[src/rtl/rsqrtf_arbiter.sv]
// rsqrtf_arbiter: shares one iterative float32 reciprocal-square-root unit
// among N requesters. Requests are granted round-robin, the owner of the single
// in-flight operation is remembered so its result can be routed back through a
// valid/ready register stage, and lost or unexpected results raise a sticky err.
module rsqrtf_arbiter #(
  parameter int N       = 4,
  parameter int TIMEOUT = 31
) (
  input  logic            clk,
  input  logic            rst,
  input  logic [N*32-1:0] req_x,
  input  logic [N-1:0]    req_vld,
  output logic [N-1:0]    req_rdy,
  output logic [31:0]     rs_x,
  output logic            rs_xvld,
  input  logic            rs_xrdy,
  input  logic [31:0]     rs_r,
  input  logic            rs_rvld,
  output logic [31:0]     res_r,
  output logic [N-1:0]    res_dst,
  output logic            res_vld,
  input  logic            res_rdy,
  output logic            err
);

  localparam int PW = (N > 1) ? $clog2(N) : 1;
  localparam int CW = $clog2(TIMEOUT + 1);

  // The timeout decision is taken one cycle before err becomes visible, so that
  // err rises exactly TIMEOUT cycles after the issue handshake.
  localparam logic [CW-1:0] CNT_LAST = CW'(TIMEOUT - 2);

  typedef enum logic [1:0] {
    IDLE,
    ISSUE,
    WAIT,
    HOLD
  } state_e;

  state_e        state_q;
  logic [PW-1:0] ptr_q;
  logic [PW-1:0] owner_q;
  logic [CW-1:0] cnt_q;
  logic [31:0]   rs_x_q;
  logic [31:0]   res_r_q;
  logic [N-1:0]  res_dst_q;
  logic          res_vld_q;
  logic          err_q;

  logic          grant_vld;
  logic [PW-1:0] grant_d;
  logic [PW-1:0] ptr_d;
  logic [PW-1:0] scan_idx;
  logic [31:0]   grant_x;

  // Cyclic scan starting at ptr; the first requester found with req_vld wins.
  always_comb begin
    grant_vld = 1'b0;
    grant_d   = ptr_q;
    scan_idx  = ptr_q;
    for (int i = 0; i < N; i++) begin
      if (!grant_vld && req_vld[scan_idx]) begin
        grant_vld = 1'b1;
        grant_d   = scan_idx;
      end
      scan_idx = (scan_idx == PW'(N - 1)) ? '0 : scan_idx + PW'(1);
    end
  end

  // Operand of the granted requester and the pointer position just past it.
  always_comb begin
    grant_x = '0;
    for (int i = 0; i < N; i++) begin
      if (grant_d == PW'(i)) begin
        grant_x = req_x[i*32 +: 32];
      end
    end
    ptr_d = (grant_d == PW'(N - 1)) ? '0 : grant_d + PW'(1);
  end

  // Main controller: grant, issue, wait for the result, hold it until consumed.
  always_ff @(posedge clk) begin
    if (rst) begin
      state_q   <= IDLE;
      ptr_q     <= '0;
      owner_q   <= '0;
      cnt_q     <= '0;
      rs_x_q    <= '0;
      res_r_q   <= '0;
      res_dst_q <= '0;
      res_vld_q <= 1'b0;
      err_q     <= 1'b0;
    end else begin
      if (rs_rvld && (state_q != WAIT)) begin
        err_q <= 1'b1;
      end
      unique case (state_q)
        IDLE: begin
          if (grant_vld) begin
            rs_x_q  <= grant_x;
            owner_q <= grant_d;
            ptr_q   <= ptr_d;
            state_q <= ISSUE;
          end
        end
        ISSUE: begin
          if (rs_xrdy) begin
            cnt_q   <= '0;
            state_q <= WAIT;
          end
        end
        WAIT: begin
          if (rs_rvld) begin
            res_r_q   <= rs_r;
            res_dst_q <= N'(1) << owner_q;
            res_vld_q <= 1'b1;
            state_q   <= HOLD;
          end else if (cnt_q == CNT_LAST) begin
            err_q   <= 1'b1;
            state_q <= IDLE;
          end else begin
            cnt_q <= cnt_q + CW'(1);
          end
        end
        HOLD: begin
          if (res_rdy) begin
            res_vld_q <= 1'b0;
            res_dst_q <= '0;
            state_q   <= IDLE;
          end
        end
        default: state_q <= IDLE;
      endcase
    end
  end

  assign req_rdy = ((state_q == IDLE) && grant_vld) ? (N'(1) << grant_d) : '0;
  assign rs_x    = rs_x_q;
  assign rs_xvld = (state_q == ISSUE);
  assign res_r   = res_r_q;
  assign res_dst = res_dst_q;
  assign res_vld = res_vld_q;
  assign err     = err_q;

endmodule

[config.mk]
export PLATFORM = sky130hd
export DESIGN_NAME = rsqrtf_arbiter
export DESIGN_NICKNAME = d
export VERILOG_FILES = /design/src/rtl/rsqrtf_arbiter.sv
export SDC_FILE = /design/constraint.sdc
export NUM_CORES = 1
export LEC_CHECK = 0
export BUFFER_PORTS_ARGS = -buffer_cell sky130_fd_sc_hd__buf_2
export CAP_MARGIN = 20
export CORE_MARGIN = 2
export CORE_UTILIZATION = 45
export DETAILED_ROUTE_END_ITERATION = 7
export PLACE_DENSITY = 0.91
export SLEW_MARGIN = 30
export SYNTH_ARGS = -nofsm -noshare
export SYNTH_HDL_FRONTEND = slang
export SYNTH_SLANG_ARGS = --single-unit
export TNS_END_PERCENT = 5
[constraint.sdc]
create_clock -name clk -period 4.46 [get_ports clk]
set_clock_uncertainty 0.2 [all_clocks]
set_input_delay 0 -clock clk [delete_from_list [all_inputs] [get_ports clk]]
set_output_delay 0 -clock clk [all_outputs]
set_load 0.03 [all_outputs]
### Word-level counts from Yosys, hierarchy flattened

Index checks and enable logic that the tools add are counted.

* memories: 0
* latch bits: 0
* flip-flop bits (word level): 81
* output and inout port bits: 75
* bits in read-only memories: 0
* RAM bits: 0

* shift operators: 2
* bitwise operators: 0
* div/mod/pow operators: 0
* equal/unequal tests: 18
* add/subtract/negate cells: 5
* muxes and demuxes: 44
* magnitude comparators: 4
* multipliers: 0
* reductions and logical operators: 17

Operators by type and width (count)
* $mux W32: 4
* $mux W2: 12
* $mux W5: 3
* $eq A2 B2 Y1 const B: 7
* $mux W1: 14
* $lt A2 B3 Y1 const B: 4
* $mux W4: 3
* $ne A2 B2 Y1 const B: 6
* $pmux W5 S2: 1
* $add A2 B1 Y2 const B: 4
* $bmux W1 S2: 4
* $pmux W2 S4: 1
* $pmux W4 S2: 1
* $reduce_and A4 Y1: 2
* $shl A1 B2 Y4 const A: 2
* $add A5 B1 Y5 const B: 1
* $eq A5 B5 Y1 const B: 1
* $logic_and A1 B1 Y1: 5
* $eq A2 B1 Y1 const B: 2
* $logic_not A2 Y1: 2
* $reduce_and A2 Y1: 2
* $reduce_bool A2 Y1: 2
* $logic_not A1 Y1: 3
* $ne A3 B3 Y1 const B: 1
* 3 further kinds: 3

### Depth between registers and ports, before layout

Gate-level depths: netlist of the first run.

* word-level depth: 17
* depth in mapped cells: 17
* depth with buffers taken out: 14

### Worst setup path after synthesis of the first run

Ideal clock, no wire load.

* path kind: reg2reg
* start point: register ptr_q[0]
* end point: register rs_x_q[13] (netlist: rs_x[13])
* data required time: 4174 ps
* buffers on the path: 3
* period minus slack after synthesis: 3451 ps
* slack: 1009 ps
* arrival time: 3166 ps
* stages on the path, launching flop included: 18
* cells stage by stage: dfxtp_1 > ha_1 > buf_6 > mux2_4 > o41ai_2 > nand2_1 > and4bb_4 > o21a_4 > inv_1 > ha_1 > clkbuf_1 > clkbuf_1 > nand3b_1 > a21oi_1 > a21oi_1 > nor2_1 > a21oi_1 > a211oi_1

* longest elaborated chain between the ends: 17

Ends and longest elaborated chain
* start, declared: line 41 `logic [PW-1:0] ptr_q;`
* start signal, assigned: line 102 `ptr_q <= ptr_d;`
* parallel branches: the longest is 11 deep, another holds $add A2 B1 Y2
* $mux W2 *: line 62 `if (!grant_vld && req_vld[scan_idx]) begin`
* named net grant_d[0]: line 51 `logic [PW-1:0] grant_d;`
* $logic_not A2 Y1: line 74 `if (grant_d == PW'(i)) begin`
* $mux W32 (3 in series): line 74
* $mux W32 *: line 74
* end signal, assigned: line 100 `rs_x_q <= grant_x;`
* end, declared: line 44 `logic [31:0] rs_x_q;`

Mark *: on every way through the listed nets, which the timed path passes. The select of a mux whose other input is x is not followed.
A chain may end at the register's enable or synchronous reset.

### Worst setup path after layout of the first run

* start point: register ptr_q[1]
* end point: register rs_x_q[4] (netlist: rs_x[4])

* longest elaborated chain between the ends: 17

Ends and longest elaborated chain
* parallel branches: the longest is 17 deep, another holds $add A2 B1 Y2

Parallel ways; which one is timed is not known. The select of a mux whose other input is x is not followed.

==> results by group, run 1 <==
Die
  • # rows: 36
  • Initial core utilization: 0.465
  • Die height: 105 um
  • DIE AREA: 11000 um^2
  • Chip Width: 105 um
  • Number of I/O pins: 244
  • Core ar.: 9820 um^2

Logic synthesis
  • Post-synth EDFFs: 0
  • Library cells used by synthesis: 54
  • Net Count, Synth: 795
  • Largest family of logic cells by synthesized area: compound AO/OA/AOI/OAI gates
  • Post-Synth Adder-Cell Area: 0.0192
  • Post-Syn Area: 4570 um^2
  • Multiplexer share of the synthesized area: 0.0353
  • Sequential cell area fraction in the yosys report: 0.355
  • Top_reg_cell synth: dfxtp_1
  • FFs w/ async S/R, synth: 0
  • Synthesis-stage register bit count: 81
  • Synth Area in XOR/XNOR: 0.00766
  • Count of mapped cells out of synthesis: 619
  • Synth Warn #: 0
  • Synth Area in Simple Gates: 0.260
  • Synth Area in Compound Gates: 0.261
  • Syn Area/Cell: 7.38 um^2

STA
  • Sum of negative setup slack: 0 ns
  • Slew Viols, Final: 0
  • Final setup fails: 0
  • Period utilization: 0.912
  • Fmax: 246 MHz
  • RSZ-0062 raised after global routing: no
  • Final Hold Vio Count: 0
  • Post-route worst setup slack: 0.394 ns
  • Post-layout min period: 4.07 ns
  • Slew HR: 0.315
  • Worst-Margin Slew: 1.03 ns

Cells and area
  • Reg area: 1620 um^2
  • # fillers: 747
  • Layout area overhead: 53.8%
  • Core Util, Final: 0.716
  • Most frequent cells in the layout: buf_2 (243), a21oi_1 (135), nand2_1 (112)
  • Multi-input combinational cell area: 2680 um^2
  • Commonest non-fill, non-tap cell in the layout: buf_2
  • Non-Filler Cell Area, Final: 7030 um^2
  • Final nets: 1103
  • Layout cells sized above 1: 0.317

Clocking
  • Clock root cell: clkbuf_8
  • Clock Path Buffers: 2
  • CTS clk-pin slew, worst paths: 0.10 ns
  • Setup Buffers After CTS: 0
  • CTS Buf Count: 9
  • Worst-Skew Late Latency: 0.35 ns
  • Clock sinks: 81
  • CTS tree: yes
  • H-tree Lvls: 3

Setup path
  • Worst Setup End Kind: flip-flop
  • Worst Path Class, Setup: flip-flop to flip-flop
  • Crit path max fanout: 25
  • Crit-path cells: ha_1, xnor2_1, or4_1, o2111ai_2, nor4bb_1, or2_1, ha_2, buf_4, nand3b_1, a21oi_1, a21oi_1, nor2_1, a21oi_1, a211oi_2
  • CP Launch Point: ptr_q[1]$_SDFFE_PP0N_
  • CP required: 4.49 ns
  • R2R setup slack: 0.39 ns
  • Critical Path Start Type: flip-flop
  • RR Startpoint: ptr_q[1]$_SDFFE_PP0N_
  • CP max stage cell: dfxtp_2
  • Worst Path Arrival: 4.10 ns
  • Most common cell on crit path: a21oi_1
  • Largest stage delay on the critical path: 0.48 ns

Routing
  • ANT nets after route: 0
  • Routed wire length: 18.3 mm
  • WL/cell: 17.2 um
  • # DRC: 0
  • DR pass1 iterations: 7
  • 1st-iter DRT viols: 352
  • Vias: 6027
  • Vias per cell: 5.66

Place
  • Placed Area: 5810 um^2
  • DP Worst Slack: 0.407 ns
  • Dpl hpwl: 10.4 mm
  • I/O Buffers: 243
  • Gp weighted congestion: 0.854

Pwr
  • Leakage: 3.13 nW
  • Peak supply drop: 0.539 mV
  • Clock power share: 0.126
  • Switch share: 0.503
  • Power Density: 686 nW/um^2
  • Pwr Total: 4.82 mW
  • Switch Pwr: 2.43 mW
  • Combinational Power Share: 0.677
  • Share of power burned in registers: 0.198
  • Pint: 2.40 mW

GRT
  • Gr ovfl total: 0
  • Initial antenna violation count: 0
  • Pin count of the biggest net entering global routing: 66
  • Vias in the first global route: 6103
  • First-pass GRT wire length: 28.6 mm
  • Total global-route track usage: 0.321

Run
  • Max-cap violations: 0

Outcome
  • Status: complete, no violations

Hold path
  • Worst hold-check path type: primary input to flip-flop
  • Hold path start: req_x[48]
-- per-layer routing --
layer | wire (um) | share of wire | track usage | vias up
li1 | - | - | - | 2761
met1 | 6500 | 0.35 | 0.326 | 2698
met2 | 8910 | 0.49 | 0.558 | 417
met3 | 1370 | 0.075 | 0.0730 | 151
met4 | 1540 | 0.084 | 0.263 | 0
met5 | 0 | 0 | 0 | -
-- kinds of logic after synthesis --
| kind of cell | after synthesis |
|---|---|
| simple gates | 258 |
| compound gates | 194 |
| flops | 81 |
| buf+inv | 61 |
| mux | 14 |
| fa+ha+maj | 7 |
| xor+xnor | 4 |
-- flip-flops by register name, indices dropped and copies added, names as in the netlist --
name	flops
state_q	2
rs_x	32
cnt_q	5
res_r	32
res_vld	1
owner_q	2
res_dst	4
ptr_q	2
err	1
-- through the flow --
stage          hold slack, ns  cells
2_1_floorplan         -0.0640    619
3_3_place_gp           0.0400    949
3_5_place_dp           0.0483    949
4_1_cts                0.0116   1064
5_1_grt                0.0887   1064
6_report               0.0421   1065
-- final timing paths --
kind / end / cells after the start
max: rs_x[4]$_SDFFE_PP0N_ / 14
min: rs_x[16]$_SDFFE_PP0N_ / 7
max reg2reg: rs_x[4]$_SDFFE_PP0N_ / 14
min reg2reg: res_r[15]$_SDFFE_PP0P_ / 2
-- synthesized netlist by cell type (all sizes together) (2+ instances only) --
| library cell | n | area (um^2) |
|---|---|---|
| a211oi | 35 | 318 |
| a21boi | 2 | 18.8 |
| a21oi | 135 | 676 |
| a221oi | 2 | 17.5 |
| and2 | 6 | 37.5 |
| buf | 16 | 116 |
| clkbuf | 39 | 146 |
| dfxtp | 81 | 1620 |
| ha | 7 | 87.6 |
| inv | 6 | 22.5 |
| mux2 | 4 | 48.8 |
| mux2i | 9 | 90.1 |
| nand2 | 112 | 420 |
| nand2b | 2 | 12.5 |
| nand3b | 34 | 255 |
| nand4 | 6 | 37.5 |
| nor2 | 83 | 314 |
| nor2b | 3 | 18.8 |
| o2111ai | 2 | 23.8 |
| o21ai | 7 | 35.0 |
| o41ai | 2 | 25.0 |
| or2 | 2 | 12.5 |
| or3 | 2 | 12.5 |
| xor2 | 3 | 26.3 |
-- repair_timing --
action / in CTS / in global routing
gates resized for setup: 0 / 1
hold endpoints to repair: 71 / 0
hold buffers: 100 / 0
setup endpoints to repair: 0 / 17
-- critical path: cells and delay by family, from the launching register on --
kind | cells | cell delay, ns
compound gates | 5 | 0.76
buf+inv | 1 | 0.30
simple gates | 5 | 1.24
flops | 1 | 0.48
fa+ha+maj | 2 | 0.74
xor+xnor | 1 | 0.21
-- power by group through the flow --
stage | logic, mW | registers [mW] | clock network (mW)
finish | 3.26 | 0.955 | 0.606
global route | 3.58 | 0.969 | 0.639
CTS | 3.12 | 0.944 | 0.610
detailed placement | 3.03 | 0.960 | 0
floorplan | 2.22 | 1.16 | 0
global placement | 2.98 | 0.953 | 0
-- area by class of cell --
cell class | instances | share of cell area
multi-input combinational | 477 | 0.381
antenna | 1 | 0.000356
clock inverter | 6 | 0.0128
timing repair buffer | 352 | 0.330
sequential | 81 | 0.231
tap | 133 | 0.0237
inverter | 6 | 0.00320
clock buffer | 9 | 0.0176
Note: power is estimated with default switching activity, not from simulation.
==> run 2, diff against run 1 <==
Settings changed: CORE_UTILIZATION 45 to 30, PLACE_DENSITY 0.91 to 0.68, SETUP_SLACK_MARGIN from default to 0.1, TNS_END_PERCENT 5 to 100.
==> results by group, run 2 (synthesis results as in run 1) <==
Outcome
  • Status: complete, no violations

Setup path
  • Crit-path cells: ha_1, xnor2_1, or4_1, o2111ai_2, nor4bb_1, or2_1, ha_1, buf_4, nand3b_1, a21oi_1, a21oi_1, nor2_1, a21oi_1, a211oi_1
  • Crit path max fanout: 33
  • CP bufs+invs: 1
  • Largest stage delay on the critical path: 0.56 ns
  • Worst Path Class, Setup: flip-flop to flip-flop
  • Most common cell on crit path: a21oi_1
  • Worst Setup End Kind: flip-flop
  • Critical Path Start Type: flip-flop
  • CP max stage cell: ha_1
  • Worst Path Arrival: 3.99 ns
  • Delay-heaviest family, CP: simple AND/OR/NAND/NOR gates
  • CP required: 4.52 ns

Die
  • # rows: 45
  • Core ar.: 15000 um^2
  • Initial core utilization: 0.304
  • Die height: 127 um
  • DIE AREA: 16200 um^2
  • Chip Width: 127 um
  • Number of I/O pins: 244

Pwr
  • Pwr Total: 4.85 mW
  • Leakage: 3.17 nW
  • Switch share: 0.484
  • Peak supply drop: 0.420 mV
  • Share of power burned in registers: 0.195
  • Pint: 2.50 mW
  • Combinational Power Share: 0.655
  • Clock power share: 0.150
  • Power Density: 673 nW/um^2
  • Switch Pwr: 2.35 mW

Place
  • DP Worst Slack: 0.405 ns
  • Dpl hpwl: 10.2 mm
  • I/O Buffers: 243
  • Gp weighted congestion: 0.822

STA
  • Final setup fails: 0
  • Post-route worst setup slack: 0.523 ns
  • Fmax: 254 MHz
  • Worst-Margin Slew: 0.765 ns
  • Post-layout min period: 3.94 ns
  • Slew Viols, Final: 0
  • Slew HR: 0.490
  • RSZ-0062 raised after global routing: no
  • Period utilization: 0.883
  • Final Hold Vio Count: 0
  • Sum of negative setup slack: 0 ns

GRT
  • Met1 Track Usage GR: 0.213
  • Gr busiest metal: met2
  • Total global-route track usage: 0.186
  • Pin count of the biggest net entering global routing: 66
  • Initial antenna violation count: 0
  • Met3 GRT Util: 0.0436
  • Gr ovfl total: 0
  • Grt met2 use: 0.319
  • Vias in the first global route: 5237
  • First-pass GRT wire length: 24.7 mm

Cells and area
  • # fillers: 1432
  • Layout cells sized above 1: 0.316
  • Most frequent cells in the layout: buf_2 (243), a21oi_1 (135), nand2_1 (112)
  • Final nets: 1106
  • Core Util, Final: 0.479
  • Commonest non-fill, non-tap cell in the layout: buf_2
  • Antenna Cells: 0
  • Layout area overhead: 57.6%

Routing
  • DR pass1 iterations: 4
  • 1st-iter DRT viols: 285
  • Vias: 5533
  • # DRC: 0
  • ANT nets after route: 0
  • Vias per cell: 4.93
  • Routed wire length: 15.6 mm
  • WL/cell: 13.9 um

Clocking
  • CTS tree: yes
  • CTS clk-pin slew, worst paths: 0.07 ns
  • Worst-Skew Late Latency: 0.34 ns
  • CTS Buf Count: 9
  • Clock Path Buffers: 2
  • Clock sinks: 81
  • Clock root cell: clkbuf_16
  • H-tree Lvls: 3

Run
  • Max-cap violations: 0

Hold path
  • Worst hold-check path type: primary input to flip-flop
-- run 2: cell types whose count changed in the layout (fill, tap and decap cells not counted), sizes merged --
cell         previous run  this run
bufinv                  2         0
clkbuf                  9        12
diode                   1         0
dlygate4sd3           100       103
-- run 2: power by group through the flow --
stage / Sequential (mW) / Combinational, mW / Clock [mW]
after CTS: 0.942 / 3.15 / 0.757
after floorplan: 1.16 / 2.22 / 0
after global placement: 0.954 / 3.06 / 0
after global routing: 0.963 / 3.53 / 0.782
final: 0.944 / 3.17 / 0.729
after detailed placement: 0.957 / 3.06 / 0
-- run 2: final timing paths --
path / start / end / slack [ns] / depth (start not counted)
max reg2reg: ptr_q[1]$_SDFFE_PP0N_ / rs_x[11]$_SDFFE_PP0N_ / 0.52 / 14
min reg2reg: res_r[5]$_SDFFE_PP0P_ / res_r[5]$_SDFFE_PP0P_ / 0.25 / 2
max: ptr_q[1]$_SDFFE_PP0N_ / rs_x[11]$_SDFFE_PP0N_ / 0.52 / 14
min: rst / res_r[31]$_SDFFE_PP0P_ / 0.04 / 2
-- run 2: stage by stage --
stage / instances / hold slack (ns) / area, um^2
2_1_floorplan: 619 / -0.0640 / 4570
4_1_cts: 1123 / 0.0237 / 7200
3_5_place_dp: 1004 / 0.0456 / 5880
3_3_place_gp: 1004 / 0.0409 / 5880
5_1_grt: 1123 / 0.0595 / 7200
6_report: 1123 / 0.0366 / 7200
-- run 2: timing repair --
item | CTS | global route
setup endpoints to repair | 0 | 7
hold endpoints to repair | 71 | 0
hold buffers | 103 | 0
gates resized for setup | 0 | 1
buffers inserted | 0 | 0
-- run 2: area by class of cell --
class / count / area [um^2] / share of cell area
multi-input cells: 477 / 2680 / 0.372
repair buffers: 355 / 2350 / 0.327
flip-flops and latches: 81 / 1620 / 0.225
well taps: 188 / 235 / 0.0327
clock inverters: 4 / 33.8 / 0.00469
inverters: 6 / 22.5 / 0.00313
clock buffers: 12 / 256 / 0.0356
-- run 2: layer usage --
layer / wire length (um) / vias to the layer above / share of wire
li1: - / 2769 / -
met1: 6490 / 2511 / 0.42
met2: 7620 / 196 / 0.49
met3: 868 / 57 / 0.056
met4: 638 / 0 / 0.041
met5: 0 / - / 0
==> run 3, diff against run 2 <==
Settings changed: ABC_AREA from default to 1, CELL_PAD_IN_SITES_DETAIL_PLACEMENT from default to 2, CELL_PAD_IN_SITES_GLOBAL_PLACEMENT from default to 2, CORE_UTILIZATION 30 to 21, PLACE_DENSITY 0.68 to 0.9.
==> results by group, run 3 <==
Die
  • Die height: 146 um
  • # rows: 51
  • Number of I/O pins: 244
  • Core ar.: 19600 um^2
  • DIE AREA: 21200 um^2
  • Initial core utilization: 0.215
  • Chip Width: 146 um

Logic synthesis
  • Sequential cell area fraction in the yosys report: 0.384
  • Top cells by area, synth: dfxtp_1 (38%), o21ai_0 (16%), nand2_1 (10%), a21oi_1 (9.0%), nor2_1 (7.1%)
  • Net Count, Synth: 815
  • FFs w/ async S/R, synth: 0
  • Synthesis-stage register bit count: 81
  • Top post-synthesis cells by count: o21ai_0 (137), nand2_1 (116), dfxtp_1 (81), nor2_1 (80), a21oi_1 (76)
  • Post-Syn Area: 4220 um^2
  • Post-synth EDFFs: 0
  • Syn Area/Cell: 6.60 um^2
  • Yosys top cell by area: dfxtp_1
  • Count of mapped cells out of synthesis: 639
  • Top_reg_cell synth: dfxtp_1
  • Synth top area share: 0.384
  • Synth Warn #: 0
  • Library cells used by synthesis: 29
  • Most frequent cell after synthesis: o21ai_0

Pwr
  • Power Density: 1040 nW/um^2
  • Leakage: 3.46 nW
  • Clock power share: 0.107
  • Pint: 3.48 mW
  • Share of power burned in registers: 0.146
  • Combinational Power Share: 0.748
  • Switch Pwr: 3.80 mW
  • Peak supply drop: 0.387 mV
  • Switch share: 0.522

Place
  • Post-placement cell count: 1109
  • Gp weighted congestion: 0.841
  • Dpl hpwl: 15.1 mm
  • Placed Area: 5630 um^2
  • I/O Buffers: 243

GRT
  • Vias in the first global route: 6785
  • Pin count of the biggest net entering global routing: 72
  • Total global-route track usage: 0.226
  • Initial antenna violation count: 7
  • Gr ovfl total: 0
  • First-pass GRT wire length: 37.6 mm

Clocking
  • Clock sinks: 81
  • Clock Path Buffers: 2
  • CTS clk-pin slew, worst paths: 0.07 ns
  • H-tree Lvls: 3
  • CTS tree: yes
  • Clock root cell: clkbuf_16
  • CTS Buf Count: 9
  • Worst-Skew Late Latency: 0.34 ns

Cells and area
  • Layout Cells excl Fill: 1230
  • Most frequent cells in the layout: buf_2 (243), o21ai_0 (137), nand2_1 (116)
  • Commonest non-fill, non-tap cell in the layout: buf_2
  • Non-Filler Cell Area, Final: 6970 um^2
  • Layout cells sized above 1: 0.297
  • # fillers: 2320
  • Layout area overhead: 65.2%
  • Final nets: 1132

STA
  • Period utilization: 0.895
  • Slew Viols, Final: 0
  • Final setup fails: 0
  • Sum of negative setup slack: 0 ns
  • Final Hold Vio Count: 0
  • Fmax: 250 MHz
  • RSZ-0062 raised after global routing: no
  • Worst-Margin Slew: 0.662 ns
  • Slew HR: 0.559
  • Post-layout min period: 3.99 ns

Routing
  • WL/cell: 20.0 um
  • Vias per cell: 4.83
  • ANT nets after route: 0
  • # DRC: 0
  • DR pass1 iterations: 4
  • Routed wire length: 24.6 mm
  • Vias: 5945
  • 1st-iter DRT viols: 148

Setup path
  • Worst Path Arrival: 4.00 ns
  • CP required: 4.46 ns
  • Worst Setup End Kind: flip-flop
  • Cell count of the worst reg-to-reg path: 21
  • Crit path max fanout: 32
  • Critical Path Start Type: flip-flop
  • Worst Path Class, Setup: flip-flop to flip-flop

Run
  • Max-cap violations: 0

Hold path
  • WHS Path Cells: 6
  • Worst hold-check path type: primary input to flip-flop

Outcome
  • Status: complete, no violations
[run 3: changes by cell type in the layout (fill, tap and decap cells not counted), sizes merged, moves of 8 or more]
cell	before	now
inv	8	26
mux2i	9	0
nand3b	34	0
nand3	1	46
a211oi	35	0
a21oi	135	76
nand2	112	120
o21ai	7	139
[run 3: timing repair]
item | 4_1_cts | 5_1_grt
hold buffers | 100 | 0
setup buffers | 0 | 1
gates resized for setup | 0 | 7
hold endpoints to repair | 78 | 0
setup endpoints to repair | 0 | 31
[run 3: critical path: stages (launching register included)]
cell,delay [ns]
dfxtp_1,0.41
ha_4,0.36
inv_1,0.08
nand2_1,0.09
nand2_1,0.08
nand2_1,0.07
nand2_1,0.09
nor2_4,0.13
nand2_1,0.10
nand2_1,0.09
nand2_1,0.07
nand2_1,0.11
inv_1,0.07
ha_1,0.24
buf_6,0.23
a21oi_1,0.27
nand2_1,0.12
o21ai_0,0.12
nand2_1,0.10
o21ai_0,0.11
dlygate4sd3_1,0.61
a21oi_1,0.07
[run 3: path summary, 6_finish.rpt]
path | slack (ns) | end | from
min reg2reg | 0.27 | res_dst[1]$_SDFFE_PP0P_ | res_dst[1]$_SDFFE_PP0P_
min | 0.12 | owner_q[1]$_SDFFE_PP0N_ | req_vld[1]
max | 0.47 | rs_x[17]$_SDFFE_PP0N_ | ptr_q[0]$_SDFFE_PP0N_
max reg2reg | 0.47 | rs_x[17]$_SDFFE_PP0N_ | ptr_q[0]$_SDFFE_PP0N_
[run 3: kinds of logic (layout without fill, tap and decap cells)]
family / count (synthesis) / in the layout / share of synthesized area
adder cells (fa/ha/maj): 7 / 7 / 0.0208
AO/OA/AOI/OAI: 218 / 218 / 0.262
AND/OR/NAND/NOR: 257 / 257 / 0.255
flip-flops: 81 / 81 / 0.384
XOR/XNOR: 1 / 1 / 0.00208
buffers and inverters: 75 / 396 / 0.0756
other: 0 / 5 / 0
[run 3: cell type report]
class                   count  area (um^2)  area share
diodes                      5         12.5     0.00180
multi-input cells         483         2290       0.329
clock inverters             5         56.3     0.00808
well taps                 265          332      0.0476
clock buffers              10          239      0.0343
flip-flops and latches     81         1620       0.233
repair buffers            353         2300       0.330
inverters                  28          118      0.0169
[run 3: metal layers]
layer  GRT usage  part of all wire  vias to the layer above  routed length (um)
li1            -                 -                     2783                   -
met1       0.241              0.39                     2882                9560
met2       0.422              0.52                      231               12700
met3      0.0611             0.065                       45                1610
met4      0.0892             0.027                        4                 674
met5           0           0.00093                        -                  23
[run 3: power groups by stage]
stage | Clock (mW) | Combinational, mW | Sequential [mW]
floorplan | 0 | 2.59 | 1.35
global placement | 0 | 3.97 | 1.05
detailed placement | 0 | 4.17 | 1.06
CTS | 0.801 | 5.16 | 1.05
global route | 0.830 | 5.99 | 1.09
finish | 0.776 | 5.45 | 1.06
[run 3: stage by stage]
step	worst slack (ns)	hold WS, ns	utilization	power (mW)
after CTS	0.163	0.106	0.353	7.01
after floorplan	1.40	-0.0651	-	3.94
after global placement	0.840	0.0207	0.287	5.02
final	0.466	0.122	0.356	7.28
after detailed placement	0.753	0.0309	0.287	5.23
after global routing	0.154	0.202	0.355	7.91
